File: src/rtl/control_pkg.sv
// control_pkg: opcode map, ALU/write-back encodings and the per-stage control bundle.
package control_pkg;

    localparam int unsigned NUM_OPS = 14;
    localparam int ALU_OP_W = 3;
    localparam int WB_SEL_W = 2;

    localparam int unsigned OP_ADD  = 0;
    localparam int unsigned OP_SUB  = 1;
    localparam int unsigned OP_OR   = 2;
    localparam int unsigned OP_NOR  = 3;
    localparam int unsigned OP_AND  = 4;
    localparam int unsigned OP_ADDI = 5;
    localparam int unsigned OP_ORI  = 6;
    localparam int unsigned OP_NORI = 7;
    localparam int unsigned OP_ANDI = 8;
    localparam int unsigned OP_LW   = 9;
    localparam int unsigned OP_SW   = 10;
    localparam int unsigned OP_J    = 11;
    localparam int unsigned OP_CALL = 12;
    localparam int unsigned OP_JR   = 13;

    localparam logic [ALU_OP_W-1:0] ALU_ADD = 3'd0;
    localparam logic [ALU_OP_W-1:0] ALU_SUB = 3'd1;
    localparam logic [ALU_OP_W-1:0] ALU_OR  = 3'd2;
    localparam logic [ALU_OP_W-1:0] ALU_NOR = 3'd3;
    localparam logic [ALU_OP_W-1:0] ALU_AND = 3'd4;

    localparam logic [WB_SEL_W-1:0] WB_ALU = 2'd0;
    localparam logic [WB_SEL_W-1:0] WB_MEM = 2'd1;
    localparam logic [WB_SEL_W-1:0] WB_PC  = 2'd2;

    typedef struct packed {
        logic                valid;
        logic                reg_write;
        logic                alu_src;
        logic [ALU_OP_W-1:0] alu_op;
        logic                mem_rd;
        logic                mem_wr;
        logic [WB_SEL_W-1:0] wb_sel;
        logic                reg_sel;
        logic                illegal;
    } ctrl_t;

endpackage

File: src/rtl/control_decoder.sv
// control_decoder: combinational opcode-to-control-bundle decode.
module control_decoder
    import control_pkg::*;
#(
    parameter int OPCODE_W = 5
) (
    input  logic [OPCODE_W-1:0] opcode_i,
    output ctrl_t               ctrl_o,
    output logic                reg_r2_o,
    output logic                ext_op_o
);

    int unsigned op;
    logic        illegal;

    // Illegal opcodes decode to an all-zero bundle carrying only the illegal flag.
    always_comb begin
        op                = 32'(opcode_i);
        illegal           = op >= NUM_OPS;
        ctrl_o            = '0;
        ctrl_o.illegal    = illegal;
        ctrl_o.valid      = !illegal;
        ctrl_o.reg_write  = !illegal && (op <= OP_ANDI || op == OP_LW || op == OP_CALL);
        ctrl_o.alu_src    = op >= OP_ADDI && op <= OP_SW;
        ctrl_o.alu_op     = (op == OP_SUB) ? ALU_SUB :
                            (op == OP_OR  || op == OP_ORI)  ? ALU_OR  :
                            (op == OP_NOR || op == OP_NORI) ? ALU_NOR :
                            (op == OP_AND || op == OP_ANDI) ? ALU_AND : ALU_ADD;
        ctrl_o.mem_rd     = op == OP_LW;
        ctrl_o.mem_wr     = op == OP_SW;
        ctrl_o.wb_sel     = (op == OP_LW) ? WB_MEM : (op == OP_CALL) ? WB_PC : WB_ALU;
        ctrl_o.reg_sel    = op == OP_CALL;
        reg_r2_o          = op == OP_SW;
        ext_op_o          = op == OP_ADDI || op == OP_LW || op == OP_SW;
    end

endmodule

File: src/rtl/pipelined_main_control.sv
// pipelined_main_control: decodes the ID opcode and carries the control bundle through EX, MEM and WB.
module pipelined_main_control
    import control_pkg::*;
#(
    parameter int OPCODE_W     = 5,
    parameter int RETIRE_CNT_W = 32
) (
    input  logic                    clk,
    input  logic                    reset,
    input  logic [OPCODE_W-1:0]     opcode_i,
    input  logic                    id_valid_i,
    input  logic                    stall_i,
    input  logic                    flush_i,
    output logic                    id_reg_r2_o,
    output logic                    id_ext_op_o,
    output logic                    ex_alu_src_o,
    output logic [ALU_OP_W-1:0]     ex_alu_op_o,
    output logic                    ex_mem_rd_o,
    output logic                    ex_reg_write_o,
    output logic                    mem_mem_rd_o,
    output logic                    mem_mem_wr_o,
    output logic                    mem_reg_write_o,
    output logic                    wb_reg_write_o,
    output logic [WB_SEL_W-1:0]     wb_sel_o,
    output logic                    wb_reg_sel_o,
    output logic                    illegal_o,
    output logic [RETIRE_CNT_W-1:0] retired_cnt_o
);

    ctrl_t                   dec;
    ctrl_t                   ex_d, ex_q, mem_d, mem_q, wb_d, wb_q;
    logic [RETIRE_CNT_W-1:0] cnt_d, cnt_q;
    logic                    unused;

    control_decoder #(.OPCODE_W(OPCODE_W)) u_dec (
        .opcode_i (opcode_i),
        .ctrl_o   (dec),
        .reg_r2_o (id_reg_r2_o),
        .ext_op_o (id_ext_op_o)
    );

    // A stalled, flushed or empty ID slot becomes a bubble; illegal opcodes already decode to one.
    always_comb begin
        ex_d  = (stall_i || flush_i || !id_valid_i) ? '0 : dec;
        mem_d = ex_q;
        wb_d  = mem_q;
        cnt_d = cnt_q + RETIRE_CNT_W'(wb_q.valid);
    end

    always_ff @(posedge clk) begin
        if (reset) begin
            ex_q  <= '0;
            mem_q <= '0;
            wb_q  <= '0;
            cnt_q <= '0;
        end else begin
            ex_q  <= ex_d;
            mem_q <= mem_d;
            wb_q  <= wb_d;
            cnt_q <= cnt_d;
        end
    end

    assign ex_alu_src_o    = ex_q.alu_src;
    assign ex_alu_op_o     = ex_q.alu_op;
    assign ex_mem_rd_o     = ex_q.mem_rd;
    assign ex_reg_write_o  = ex_q.reg_write;
    assign illegal_o       = ex_q.illegal;
    assign mem_mem_rd_o    = mem_q.mem_rd;
    assign mem_mem_wr_o    = mem_q.mem_wr;
    assign mem_reg_write_o = mem_q.reg_write;
    assign wb_reg_write_o  = wb_q.reg_write;
    assign wb_sel_o        = wb_q.wb_sel;
    assign wb_reg_sel_o    = wb_q.reg_sel;
    assign retired_cnt_o   = cnt_q;
    assign unused          = ^{wb_q.alu_src, wb_q.alu_op, wb_q.mem_rd, wb_q.mem_wr, wb_q.illegal};

endmodule

File: config.mk
export PLATFORM = sky130hd
export DESIGN_NAME = pipelined_main_control
export DESIGN_NICKNAME = d
export VERILOG_FILES = /design/src/rtl/control_pkg.sv /design/src/rtl/control_decoder.sv /design/src/rtl/pipelined_main_control.sv
export SDC_FILE = /design/constraint.sdc
export NUM_CORES = 1
export LEC_CHECK = 0
export BUFFER_PORTS_ARGS = -buffer_cell sky130_fd_sc_hd__buf_2
export CAP_MARGIN = 40
export CORE_MARGIN = 5
export CORE_UTILIZATION = 40
export DETAILED_ROUTE_END_ITERATION = 12
export GPL_TIMING_DRIVEN = 0
export RECOVER_POWER = 50
export SLEW_MARGIN = 20
export SYNTH_ARGS = -nofsm -noshare
export SYNTH_HDL_FRONTEND = slang
export SYNTH_SLANG_ARGS = --single-unit
File: constraint.sdc
create_clock -name clk -period 3.15 [get_ports clk]
set_input_delay 0.1575 -clock clk [delete_from_list [all_inputs] [get_ports clk]]
set_output_delay 0.1575 -clock clk [all_outputs]
set_load 0.005 [all_outputs]
==> results.md, run 1 <==
- CP max FO: 10
- Result of the run: finished, final reports clean
- Final max-slew violation count: 0
- Portion of total power attributed to sequential cells: 61.2%
- Synthesized cell area: 0.00224 sq mm
- Area taken by multi-input logic gates: 0.00104 sq mm
- Switching share of power: between 20% and 30%
- Highest attainable clock frequency: 0.430 GHz
- RSZ-0062 raised after global routing: no
- # DRC: 0
- Post-DP HPWL: 3770 um
- Category of the worst setup path capture point: register
- Count of antenna-violating nets left after detailed routing: 0
- Critical-path cell list: nand4_2, or4_1, buf_2, buf_6, clkbuf_1, o31ai_1, a21oi_1
- Leakage: roughly 1.0 nW
- Vias: approximately 2000
- Fraction of power consumed by combinational cells: 3.1%
- Net total in the final layout: 316
- Vias in the first global route: 1939
- Site row count: 27
- Filler cells: 560
- Cell area power density: 418 mW/mm^2
- Min Hold Slack: 64.3 ps
- Clock edge transition at the registers on the reported setup and hold paths: 100 ps
- Total core area: 0.00547 sq mm
- Mean area per synthesized cell: 9.19 sq um
- Most area-consuming cells after synthesis: sky130_fd_sc_hd__dfxtp_1 48%, sky130_fd_sc_hd__or4_1 5.7%, sky130_fd_sc_hd__o31ai_1 5.4%, sky130_fd_sc_hd__nor2b_1 4.7%, sky130_fd_sc_hd__a21oi_1 4.5%
- Initial DRC Count: 101
- Number of input and output port buffers inserted: 53
- Max stage delay on crit path: ~540 ps
- Die Width: roughly 85 um
- Avg WL per Cell: 13.5 um
- Synthesis-to-finish area growth: 19.3%
- Arrival time worst endpoint: around 2500 ps
- Net switching power: 262 uW
- Number of hold-slack violations in the final timing report: 0
- Number of antenna violations at the first check in global routing: 0
- Synth warn: 0
- Length in cells of the worst reg-to-reg path: 7
- Share of the yosys chip area belonging to registers: 48.2%
- Crit path launch type: register
- Effective utilization at floorplan: 41.0%
- Inserted Diodes: 0
- Synthesized netlist cell count: between 200 and 250
- Critical path data required time: 3340 ps
- Clock tree root driver cell: sky130_fd_sc_hd__clkbuf_8
- Category of the most critical setup path: reg -> reg
- Final Skew: 6.78 ps
- Number of optimization iterations in the first detailed-route pass: 4
- Slew @ Worst Pin: approximately 500 ps
- Flops & latches, synth: 54
- Slew HR: 66.8%
- Number of clock sinks: 54
- Insertion delay to the later sink of the worst-skew pair: 310 ps
- Number of buffers inserted by post-CTS setup repair: 0
- Routed wire length: 5090 um
- Final count of negative-setup-slack endpoints: 0
- Setup tns final: 0 ps
- Maximum number of pins on one net before global-route repair: 19
- Die area: 0.00720 sq mm
- Wire length of the first global-routing pass: 8740 um
- Synth cell types: 35
- Syn Nets: 256
- Num CTS Buffers: 5
- Max-capacitance violation count: 0
- Slowest CP cell: sky130_fd_sc_hd__or4_1
- Number of primary I/O pins: 58
- Sum of overflow across all layers after global routing: 0
- Final cell utilization of the core: 48.9%
- Clk buf depth: 2
- Ratio of cells with drive above 1 in the final layout: a little under 20%
- Clock tree from TritonCTS: done
- Part of the power in the clock network: 35.7%
- Combined global-route utilization of all metal layers: 14.6%
- Minimum clock period: 2330 ps
- Global placer's final weighted congestion: ~0.81
- DIE HEIGHT: 84.9 um
- Crit share post-route: 73.9%
- Area fraction of the dominant cell type after synthesis: 48.2%
- Mean number of vias per cell: 5.19
- H-tree levels: 2
- Quantity of hold-fixing buffers added after cts: 0
- Peak VDD IR: 0.206 mV
- Number of cells on the worst hold path: 2
- Internal power: 856 uW
- Storage cell area: 0.00108 sq mm
- Worst Hold Class: in -> reg
- Cell taking the most area after synthesis: sky130_fd_sc_hd__dfxtp_1
- Resized cells post-CTS: 0
-- final timing paths --
| path | startpoint | endpoint | slack, ps |
|---|---|---|---|
| worst max-delay path | retired_cnt_o[5] | retired_cnt_o[29] | 820 |
| worst min-delay path | opcode_i[4] | ex_q[4] | 60 |
| worst max register to register | retired_cnt_o[5] | retired_cnt_o[29] | 820 |
| worst min register to register | ex_q[4] | mem_mem_wr_o | 440 |
-- worst max-delay path: cells and delay by family (launching register included) --
family | cells | cell delay [ps]
buf+inv | 3 | 580
simple gates | 2 | 710
compound gates | 2 | 440
flops | 1 | 480
-- layout by cell type, fill, tap and decap left out, types with 2 or more instances in the layout --
cell                       count
sky130_fd_sc_hd__nor4_1        6
sky130_fd_sc_hd__xnor2_1       5
sky130_fd_sc_hd__clkbuf_1     24
sky130_fd_sc_hd__buf_2        41
sky130_fd_sc_hd__buf_1         2
sky130_fd_sc_hd__clkbuf_8      5
sky130_fd_sc_hd__ha_1          2
sky130_fd_sc_hd__and3_1        2
sky130_fd_sc_hd__nand2b_1      3
sky130_fd_sc_hd__a21oi_1      20
sky130_fd_sc_hd__inv_1         5
sky130_fd_sc_hd__mux2_2        2
sky130_fd_sc_hd__xor2_1        7
sky130_fd_sc_hd__clkbuf_4      2
sky130_fd_sc_hd__nor2b_1      17
sky130_fd_sc_hd__nand3_1      12
sky130_fd_sc_hd__dfxtp_1      54
sky130_fd_sc_hd__or4_1        17
sky130_fd_sc_hd__and4_1        6
sky130_fd_sc_hd__nor3_1        4
sky130_fd_sc_hd__buf_4         3
sky130_fd_sc_hd__nand2_1      13
sky130_fd_sc_hd__o31ai_1      16
sky130_fd_sc_hd__nand4_1       5
sky130_fd_sc_hd__a31oi_1       2
sky130_fd_sc_hd__nor2_1       15
sky130_fd_sc_hd__o21ai_0       2
-- power by group through the flow --
stage	Sequential, mW	Clock (mW)	Combinational, mW
final	0.684	0.399	0.0352
after global routing	0.685	0.443	0.0400
after detailed placement	0.700	0	0.0357
after CTS	0.684	0.419	0.0359
after floorplan	0.700	0	0.0228
after global placement	0.700	0	0.0356
-- cells in the mapped netlist, drive strengths merged --
cell	instances
a2111oi	1
a21o	1
a21oi	20
a31oi	2
and2	1
and3	2
and4	6
buf	9
clkbuf	11
dfxtp	54
ha	2
inv	5
mux2	2
nand2	13
nand2b	3
nand3	12
nand4	6
nor2	15
nor2b	17
nor3	4
nor4	6
nor4b	1
o21ai	2
o31ai	16
or2	2
or3	1
or4	17
or4b	1
xnor2	5
xor2	7
-- through the flow --
step / setup slack, ps / total power, mW / cell area, sq um / instances
after floorplan: 1010 / 0.723 / 2240 / 244
after global placement: 791 / 0.736 / 2600 / 369
after detailed placement: 808 / 0.736 / 2600 / 369
after CTS: 806 / 1.14 / 2690 / 377
after global routing: 653 / 1.17 / 2680 / 377
final: 823 / 1.12 / 2680 / 377
-- registers in the layout, summed over array words and instances (netlist names), 2 cells and up --
name / count
retired_cnt_o: 32
wb_sel_o: 2
ex_q: 4
mem_q: 4
ex_alu_op_o: 3
-- layer usage --
metal	global-route usage, %	routed length [um]	share of wire (%)	vias to the layer above
li1	-	-	-	1001
met2	25.2	2430	48	35
met5	0	0	0	-
met3	3.98	218	4.3	9
met1	17.4	2350	46	913
met4	5.47	82	1.6	0
-- cell families after synthesis --
group                    share of synthesized area (%)
AO/OA/AOI/OAI                                     11.6
XOR/XNOR                                          4.69
adder cells (fa/ha/maj)                           1.12
buffers and inverters                             5.41
AND/OR/NAND/NOR                                   28.0
multiplexers                                      1.00
flip-flops                                        48.2
-- area by class of cell --
class,count,area share [%]
Buffer,20,3.84
Clock buffer,5,2.57
Clock inverter,3,0.935
Inverter,5,0.702
Multi-Input combinational cell,165,38.9
Sequential cell,54,40.4
Tap cell,72,3.37
Timing Repair Buffer,53,9.31
Note: power is estimated with default switching activity, not from simulation.
==> inputs of run 2 (changes only) <==
--- a/config.mk
+++ b/config.mk
@@ -11,6 +11,7 @@
 export CORE_UTILIZATION = 40
 export DETAILED_ROUTE_END_ITERATION = 12
 export GPL_TIMING_DRIVEN = 0
+export PLACE_DENSITY = 0.66
 export RECOVER_POWER = 50
 export SLEW_MARGIN = 20
 export SYNTH_ARGS = -nofsm -noshare
==> constraint.sdc (replaced) <==
create_clock -name clk -period 1.96 [get_ports clk]
set_input_delay 0.098 -clock clk [delete_from_list [all_inputs] [get_ports clk]]
set_output_delay 0.098 -clock clk [all_outputs]
set_load 0.005 [all_outputs]
==> results.md, run 2 (synthesized netlist as in run 1, its figures left out) <==
- Result of the run: finished, final reports clean
- Maximum number of pins on one net before global-route repair: 17 (-2)
- Power Total: 1.93 mW (+72%)
- Num CTS Buffers: 5 (unchanged)
- Global placer's final weighted congestion: 0.786 (-3.4%)
- Filler cells: 523 (-6.6%)
- Final Skew: 8.12 ps (+1.33 ps)
- Avg WL per Cell: 13.9 um (+3.2%)
- Routed wire length: 5390 um (+5.9%)
- Vias in the first global route: 1936 (-0.15%)
- Met2 capacity usage during global routing: 26.1% (+0.93 points)
- Origin of the critical flop-to-flop path: retired_cnt_o[9]
- Minimum clock period: 1920 ps (-411 ps)
- Vias: 2046 (+4.5%)
- Slew @ Worst Pin: 511 ps (+12.5 ps)
- Final max-slew violation count: 0 (unchanged)
- Slew HR: 66.0% (-0.84 points)
- Inserted Diodes: 0 (unchanged)
- Category of the worst setup path capture point: register
- Number of antenna violations at the first check in global routing: 0 (unchanged)
- Commonest non-fill, non-tap cell in the layout: sky130_fd_sc_hd__buf_2
- Length in cells of the worst reg-to-reg path: 5 (-2)
- Effective utilization at floorplan: 41.0% (unchanged)
- Clock tree from TritonCTS: done
- # DRC: 0 (unchanged)
- Site row count: 27 (unchanged)
- Storage cell area: 0.00110 sq mm (+2.2%)
- Number of input and output port buffers inserted: 53 (unchanged)
- Net total in the final layout: 326 (+3.2%)
- Total core area: 0.00547 sq mm (unchanged)
- Startpoint of the tightest hold check path: opcode_i[4]
- Synthesis-to-finish area growth: 29.0%
- Die area: 0.00720 sq mm (unchanged)
- Clock tree root driver cell: sky130_fd_sc_hd__clkbuf_8
- Peak VDD IR: 0.417 mV (+100%)
- Worst Hold Class: in -> reg
- Insertion delay to the later sink of the worst-skew pair: 310 ps (about the same)
- Category of the most critical setup path: reg -> reg
- RSZ-0062 raised after global routing: yes
- Beginning of the critical path: retired_cnt_o[9]
- Combined global-route utilization of all metal layers: 15.1% (+0.41 points)
- Met3 usage in global routing: 3.30% (-0.68 points)
- Final count of negative-setup-slack endpoints: 0 (unchanged)
- CP max FO: 4 (-6)
- Capture endpoint of the worst hold path: ex_q[4]
- Crit path launch type: register
- Wire length of the first global-routing pass: 8870 um (+1.5%)
- Number of primary I/O pins: 58 (unchanged)
- Number of clock sinks: 54 (unchanged)
- Mean number of vias per cell: 5.29 (+1.8%)
- Max FFs per register: 32 (unchanged)
- Clk buf depth: 2 (unchanged)
- GRT busiest layer: met2
- Area taken by multi-input logic gates: 0.00111 sq mm (+6.9%)
- Die Width: 84.9 um (unchanged)
- Number of cells on the worst hold path: 2 (unchanged)
- Post-DP HPWL: 3690 um (-2.0%)
- Arrival time worst endpoint: 2150 ps (-360 ps)
- Quantity of hold-fixing buffers added after cts: 0 (unchanged)
- Max-capacitance violation count: 0 (unchanged)
- Sum of overflow across all layers after global routing: 0 (unchanged)
- Non-filler cells in the finished layout: 387 (+2.7%)
- Met1 GRT Util: 18.2% (+0.79 points)
- Number of hold-slack violations in the final timing report: 0 (unchanged)
- Flop2flop setup slack: 40 ps (-780 ps)
- Clock edge transition at the registers on the reported setup and hold paths: 90 ps (about the same)
- Cell area power density: 666 mW/mm^2 (+59%)
- Top library cells by usage in the layout, fill and taps aside: 46 x sky130_fd_sc_hd__buf_2, 43 x sky130_fd_sc_hd__dfxtp_1, 19 x sky130_fd_sc_hd__a21oi_1
- Number of optimization iterations in the first detailed-route pass: 4 (unchanged)
- Placed Cells: 369 (unchanged)
- Reg-to-reg endpoint: retired_cnt_o[24]
- Initial DRC Count: 76 (-25%)
- H-tree levels: 2 (unchanged)
- Leakage: 1.18 nW (+16%)
- Critical path data required time: 2200 ps (-1140 ps)
- Ratio of cells with drive above 1 in the final layout: 31.1% (+12 points)
- Crit share post-route: 97.8% (+24 points)
- Highest attainable clock frequency: 0.522 GHz (+21%)
- DIE HEIGHT: 84.9 um (unchanged)
- Count of antenna-violating nets left after detailed routing: 0 (unchanged)
==> run 2: cell types whose count changed in the layout (fill, tap and decap cells not counted), moves of 3 or more <==
cell | previous run | this run
sky130_fd_sc_hd__dfxtp_1 | 54 | 43
sky130_fd_sc_hd__buf_4 | 3 | 13
sky130_fd_sc_hd__clkbuf_1 | 24 | 16
sky130_fd_sc_hd__dfxtp_2 | 0 | 7
sky130_fd_sc_hd__buf_2 | 41 | 46
sky130_fd_sc_hd__dfxtp_4 | 0 | 4
sky130_fd_sc_hd__clkbuf_4 | 2 | 5
==> run 2: how the worst max path moves through the flow <==
stage	depth (start not counted)	slack, ps	endpoint
global route	5	-10	retired_cnt_o[29]
CTS	7	4	retired_cnt_o[11]
detailed placement	7	-220	retired_cnt_o[5]
finish	5	40	retired_cnt_o[24]
floorplan	6	0.5	retired_cnt_o[27]
global placement	7	-150	retired_cnt_o[5]
==> run 2: area by class of cell <==
type                            count  area share (%)
Inverter                            5           0.649
Clock inverter                      1            1.04
Tap cell                           72            3.12
Sequential cell                    54            38.2
Buffer                             19            3.85
Clock buffer                        7            2.99
Multi-Input combinational cell    165            38.4
Timing Repair Buffer               64            11.7
==> run 2: per-layer routing <==
metal	vias up	wire length (um)
met5	-	0
met4	0	73
met3	6	354
met2	67	2660
met1	951	2300
li1	1022	-
==> run 2: worst max-delay path, stage by stage, from the launching register on <==
cell	delay, ps
sky130_fd_sc_hd__dfxtp_4	360
sky130_fd_sc_hd__nand3_2	100
sky130_fd_sc_hd__or4_4	560
sky130_fd_sc_hd__buf_4	170
sky130_fd_sc_hd__or4_1	490
sky130_fd_sc_hd__a21oi_1	160
==> run 2: power by group <==
part           internal [mW]  total (mW)  switching (mW)  leakage (nW)
combinational         0.0183      0.0574          0.0390         0.683
sequential              1.09        1.09        0.000634         0.442
clock                  0.417       0.774           0.357        0.0585
total                   1.53        1.93           0.397          1.18
==> run 2: what timing repair did <==
| item | CTS | global route |
|---|---|---|
| setup endpoints to repair | 20 | 17 |
| hold endpoints to repair | 0 | 0 |
| pin swaps | 2 | 7 |
| resized for setup | 9 | 14 |
| setup buffers | 9 | 2 |
==> run 2: per-stage QoR <==
| stage | hold slack, ps | utilization (%) | setup TNS [ps] | cell area [sq um] | worst slack (ps) |
|---|---|---|---|---|---|
| finish | 25.0 | 52.8 | 0 | 2890 | 44.1 |
| global route | 6.98 | 52.8 | -40.0 | 2890 | -14.3 |
| CTS | 5.02 | 51.7 | 0 | 2830 | 4.28 |
| detailed placement | 332 | 48.3 | -2640 | 2640 | -221 |
| global placement | 336 | 48.3 | -2030 | 2640 | -155 |
| floorplan | 177 | - | 0 | 2290 | 0.493 |
